`src/rtl/queen_solution_buffer.sv`:
```
// -----------------------------------------------------------------------------
// queen_solution_buffer
//
// Buffers solved 8-queen boards between the solver's row stream and a
// (possibly slow) consumer. Each board is eight one-hot row bytes. A board
// becomes visible to the read side only after all eight rows are written.
// The read side replays boards row by row over a valid/ready handshake.
//
// Parameters:
//   DEPTH           board slots, power of two, >= 2 (storage DEPTH*8 bytes)
//
// Ports:
//   clk             single clock, rising edge
//   reset           synchronous, active-high, clears all state
//   in_valid        solver presents a row byte
//   in_row[7:0]     one-hot row byte (bit k = queen in column k)
//   in_ready        a row can be accepted this cycle
//   out_valid       head board has a row available
//   out_row[7:0]    current row byte of the head board
//   out_index[2:0]  row number of out_row
//   out_last        out_index == 7 while out_valid
//   out_ready       consumer accepts out_row
//   solution_count  boards committed since reset, saturates at 127
//   full            all DEPTH slots hold committed boards
//   empty           no committed board
//   error           sticky malformed-row flag
//
// Optional feature macro: QUEEN_ROW_CHECK_EN
//   Defined   : every accepted row must be one-hot; a bad row sets `error`
//               and the board it belongs to is dropped at its row-7 accept.
//   Undefined : no row check, `error` tied low, every full board commits.
// -----------------------------------------------------------------------------
module queen_solution_buffer #(
  parameter int DEPTH = 4
) (
  input  logic       clk,
  input  logic       reset,
  input  logic       in_valid,
  input  logic [7:0] in_row,
  output logic       in_ready,
  output logic       out_valid,
  output logic [7:0] out_row,
  output logic [2:0] out_index,
  output logic       out_last,
  input  logic       out_ready,
  output logic [6:0] solution_count,
  output logic       full,
  output logic       empty,
  output logic       error
);

  localparam int AW = $clog2(DEPTH);

  localparam logic [AW-1:0] PTR_ONE   = AW'(1);
  localparam logic [AW:0]   CNT_ONE   = (AW+1)'(1);
  localparam logic [AW:0]   CNT_DEPTH = (AW+1)'(DEPTH);

  // Storage is addressed as {slot, row}, so each slot holds exactly 8 rows.
  logic [7:0]    mem [DEPTH*8];

  logic [AW-1:0] head;
  logic [AW-1:0] tail;
  logic [AW:0]   count;
  logic [2:0]    wr_idx;
  logic [2:0]    rd_idx;
  logic [6:0]    sol_cnt;

  logic          wr_fire;
  logic          rd_fire;
  logic          board_ok;
  logic          commit;
  logic          pop;

  // Flow control depends only on registered occupancy, never on out_ready.
  assign in_ready  = (count != CNT_DEPTH);
  assign full      = (count == CNT_DEPTH);
  assign empty     = (count == '0);
  assign out_valid = !empty;

  assign wr_fire = in_valid && in_ready;
  assign rd_fire = out_valid && out_ready;

  assign commit = wr_fire && (wr_idx == 3'd7) && board_ok;
  assign pop    = rd_fire && (rd_idx == 3'd7);

  // Read data is a direct view of storage; forced to zero when nothing is
  // buffered so the idle/reset value is defined even though storage is not.
  assign out_row   = out_valid ? mem[{head, rd_idx}] : 8'h00;
  assign out_index = rd_idx;
  assign out_last  = out_valid && (rd_idx == 3'd7);

  assign solution_count = sol_cnt;

`ifdef QUEEN_ROW_CHECK_EN
  logic row_ok;
  logic bad_board;
  logic error_q;

  // Exactly one bit set: non-zero and clearing the lowest set bit leaves zero.
  assign row_ok   = (in_row != 8'h00) && ((in_row & (in_row - 8'd1)) == 8'h00);
  // The row-7 byte itself is checked as well as any earlier row.
  assign board_ok = row_ok && !bad_board;
  assign error    = error_q;

  always_ff @(posedge clk) begin
    if (reset) begin
      bad_board <= 1'b0;
      error_q   <= 1'b0;
    end else if (wr_fire) begin
      if (!row_ok) begin
        error_q <= 1'b1;
      end
      // The bad mark lives only until the board's last row; the slot is reused.
      if (wr_idx == 3'd7) begin
        bad_board <= 1'b0;
      end else if (!row_ok) begin
        bad_board <= 1'b1;
      end
    end
  end
`else
  assign board_ok = 1'b1;
  assign error    = 1'b0;
`endif

  // NOTE: the board storage is deliberately not reset; occupancy is tracked by
  // count/pointers and out_row is masked while empty, so stale bytes never leak.
  always_ff @(posedge clk) begin
    if (!reset && wr_fire) begin
      mem[{tail, wr_idx}] <= in_row;
    end
  end

  // NOTE: all registered state uses non-blocking assignments so every register
  // samples the pre-edge values of its neighbours, independent of block order.
  always_ff @(posedge clk) begin
    if (reset) begin
      head    <= '0;
      tail    <= '0;
      count   <= '0;
      wr_idx  <= 3'd0;
      rd_idx  <= 3'd0;
      sol_cnt <= 7'd0;
    end else begin
      // wr_idx wraps 7->0 naturally; a dropped board also restarts at row 0.
      if (wr_fire) begin
        wr_idx <= wr_idx + 3'd1;
      end
      if (commit) begin
        tail <= tail + PTR_ONE;
        if (sol_cnt != 7'd127) begin
          sol_cnt <= sol_cnt + 7'd1;
        end
      end

      if (rd_fire) begin
        rd_idx <= rd_idx + 3'd1;
      end
      if (pop) begin
        head <= head + PTR_ONE;
      end

      // Commit and pop on the same edge cancel out in the occupancy count.
      case ({commit, pop})
        2'b10:   count <= count + CNT_ONE;
        2'b01:   count <= count - CNT_ONE;
        default: count <= count;
      endcase
    end
  end

endmodule

```
`config.mk`:
```
export PLATFORM = sky130hd
export DESIGN_NAME = queen_solution_buffer
export DESIGN_NICKNAME = d
export VERILOG_FILES = /design/src/rtl/queen_solution_buffer.sv
export SDC_FILE = /design/constraint.sdc
export NUM_CORES = 1
export LEC_CHECK = 0
export ABC_AREA = 0
export CAP_MARGIN = 10
export CORE_ASPECT_RATIO = 1.1
export CORE_UTILIZATION = 35
export CTS_CLUSTER_SIZE = 16
export DETAILED_ROUTE_END_ITERATION = 16
export MAX_ROUTING_LAYER = met4
export PLACE_DENSITY_LB_ADDON = 0.12
export SLEW_MARGIN = 20
export SYNTH_ARGS = -nofsm -noshare
export SYNTH_HDL_FRONTEND = slang
export SYNTH_SLANG_ARGS = --single-unit
```
`constraint.sdc`:
```
create_clock -name clk -period 3.2 [get_ports clk]
set_input_delay 0.64 -clock clk [delete_from_list [all_inputs] [get_ports clk]]
set_output_delay 0.64 -clock clk [all_outputs]
set_load 0.005 [all_outputs]
```
==> metrics.txt <==
outcome finished clean; largest net degree at the start of global routing 38; maximum VDD drop ~0.00036 V; IO Pins 36; first-pass GRT wire length 39.2 mm; max-slew violations 0; vias 5,717; initial antenna violation count 0; clk buf depth 3; Rel. slew slack 62.8%; Netlist Area Pre-Place 11,000 um^2; P_leak ~4.4 nW; Die Span X between 150 and 200 um; Hold Path Origin wr_idx[1]; hold endpoint wr_idx[1]; Diodes inserted 0; CP Launch Type flop; Total Power between 0.007 and 0.008 W; Worst-path clk slew 60 ps; gr usage total 17.3%; Synth cell types 46; register area share after synthesis 73.4%; mean post-synth cell area between 15 and 20 um^2; Post-layout nets a little over 700; Seq cells post-synth 276; top-area cell type share of the netlist area 69.8%; Worst-Margin Slew 557 ps; placed wire-length estimate 16.5 mm; crit-path cells clkbuf_16 -> mux4_2 -> mux2i_2 -> a221o_1 -> a31oi_4 -> clkdlybuf4s15_1; final hold slack 501 ps; largest stage delay on the critical path ~490 ps; vias per inst between 5 and 6; Worst-Skew Late Latency about 540 ps; leading cell type in the layout, fill and taps excluded edfxtp_1; crit end category primary output; EDFF count, synth 256; Final ANT Viol Nets 0; r2r worst-path depth 9; Yosys warnings 0; routed wire length 26.0 mm; Initial Utilization 35.9%; Net Count, Synth 612; ranking of synthesized cells by area edfxtp_1 (70%), mux4_2 (11%), dfxtp_1 (3.6%); reg2reg end count[2]; final setup fails 0; CTS tree done; period utilisation layout 96.8%; Hold Path Cell Cnt 2; Fin. Hold Viols 0; routed length per instance approximately 23 um; CP Max Fanout 6; RSZ-0062 raised after global routing no; WS Path Type flop to primary output; Fin Clk Skew a little over 9 ps; RD Place Congestion 0.743; Data arrival, critical path 2460 ps; Slowest cell on crit path mux4_2; area delta synth->final 22.9%; Synth async-reset ratio 0%; drt pass-1 iters 5; die height 188 um; 1st-iter DRT viols between 300 and 400; largest area contributor in the netlist edfxtp_1; Core Area a little over 30,000 um^2; full die area 32,200 um^2; Sink Count between 200 and 300; layout cells sized above 1 29.9%; R2R setup slack 580 ps; Synth Instances 586; row cnt 67; Root Driver clkbuf_16; final setup margin about 100 ps; r2r startpoint count[2]; most frequent cells in the layout edfxtp_1 (256), buf_4 (65), mux4_2 (56), nor2_1 (46), clkbuf_16 (30); Pwr per Cell Area 570 nW/um^2; dpl cells approximately 1,100; overflow left after global routing 0; Top FF cell, synth edfxtp_1; H-tree levels 1; fmax 323 MHz; Hold Crit Class flop to flop; minimum clock period 3100 ps; vias in the first global route 6,107; pre-CTS setup slack 144 ps; Finished Layout Cells 1,130; port bufs 34; max cap viols 0; drc violations 0; CTS Buf Count 28; critical path required time 2560 ps
==> worst max path at each step <==
stage                  from  slack [ps]         end  cells past startpoint
2_1_floorplan      count[0]         720    count[2]                     12
3_3_place_gp   out_index[0]         160  out_row[4]                      7
3_5_place_dp   out_index[0]         140  out_row[1]                      7
4_1_cts        out_index[0]         -40  out_row[2]                      7
5_1_grt        out_index[0]          10  out_row[0]                      7
6_report       out_index[0]         100  out_row[7]                      6
==> cell families (layout without fill, tap and decap cells) <==
kind of cell | after synthesis | count (layout) | share of synthesized area [%]
xor gates and xnor gates | 7 | 7 | 0.556
muxes | 90 | 90 | 14.6
DFF | 276 | 276 | 73.4
adders and majority gates | 14 | 14 | 1.66
buffers and inverters | 44 | 174 | 2.11
and+or+nand+nor | 99 | 99 | 4.18
other | 1 | 1 | 0.0340
AOI/OAI and AO/OA | 55 | 55 | 3.50
==> synth_stat cells, drive strengths merged, types with 9 or more instances <==
master	instances
ha	13
buf	22
inv	12
o21ai	9
clkbuf	9
nand2	22
mux2i	32
dfxtp	20
mux4	56
edfxtp	256
nor2	47
a21oi	11
==> power breakdown <==
| part | switching (W) | total, W | internal, W |
|---|---|---|---|
| clock network | 0.00135 | 0.00364 | 0.00229 |
| logic | 0.0000895 | 0.000126 | 0.0000362 |
| registers | 0.00000519 | 0.00395 | 0.00395 |
==> layer usage <==
metal | up-vias | track usage [%] | share of wire [%]
li1 | 2570 | - | -
met2 | 110 | 29.3 | 52
met3 | 41 | 1.82 | 2.9
met4 | 0 | 4.09 | 1.9
met1 | 2996 | 22.3 | 43
met5 | - | - | 0
==> worst max-delay path, delay by kind of cell, from the launching register on <==
family / cells / cell delay, ps
mux: 2 / 710
flops: 1 / 440
buf+inv: 2 / 410
compound gates: 2 / 360
==> area by class of cell <==
cell class	instances	area, um^2
fill	2745	17100
inverter	13	51.3
sequential	276	8100
timing repair buffer	109	1000
multi-input combinational	266	2840
clock buffer	30	729
tap	414	518
clock inverter	22	309
==> sequential cells by signal (all words and copies together), names as in the netlist <==
name,cells
head,2
solution_count,7
count,3
tail,2
out_index,3
mem,256
wr_idx,3
==> stage by stage <==
step,util [%],cell area (um^2),TNS [ps]
after global placement,39.9,12300,0
after global routing,44.2,13500,0
final,44.2,13500,0
after floorplan,-,11000,0
after CTS,44.1,13500,-146
after detailed placement,39.9,12300,0
==> repair_timing <==
item | in CTS | in global routing
setup endpoints to repair | 8 | 8
pin swaps | 10 | 7
gates resized for setup | 40 | 16
cloned | 1 | 1
setup buffers | 7 | 2
hold buffers | 0 | 0
No activity file was read; power rests on OpenSTA's default activity.
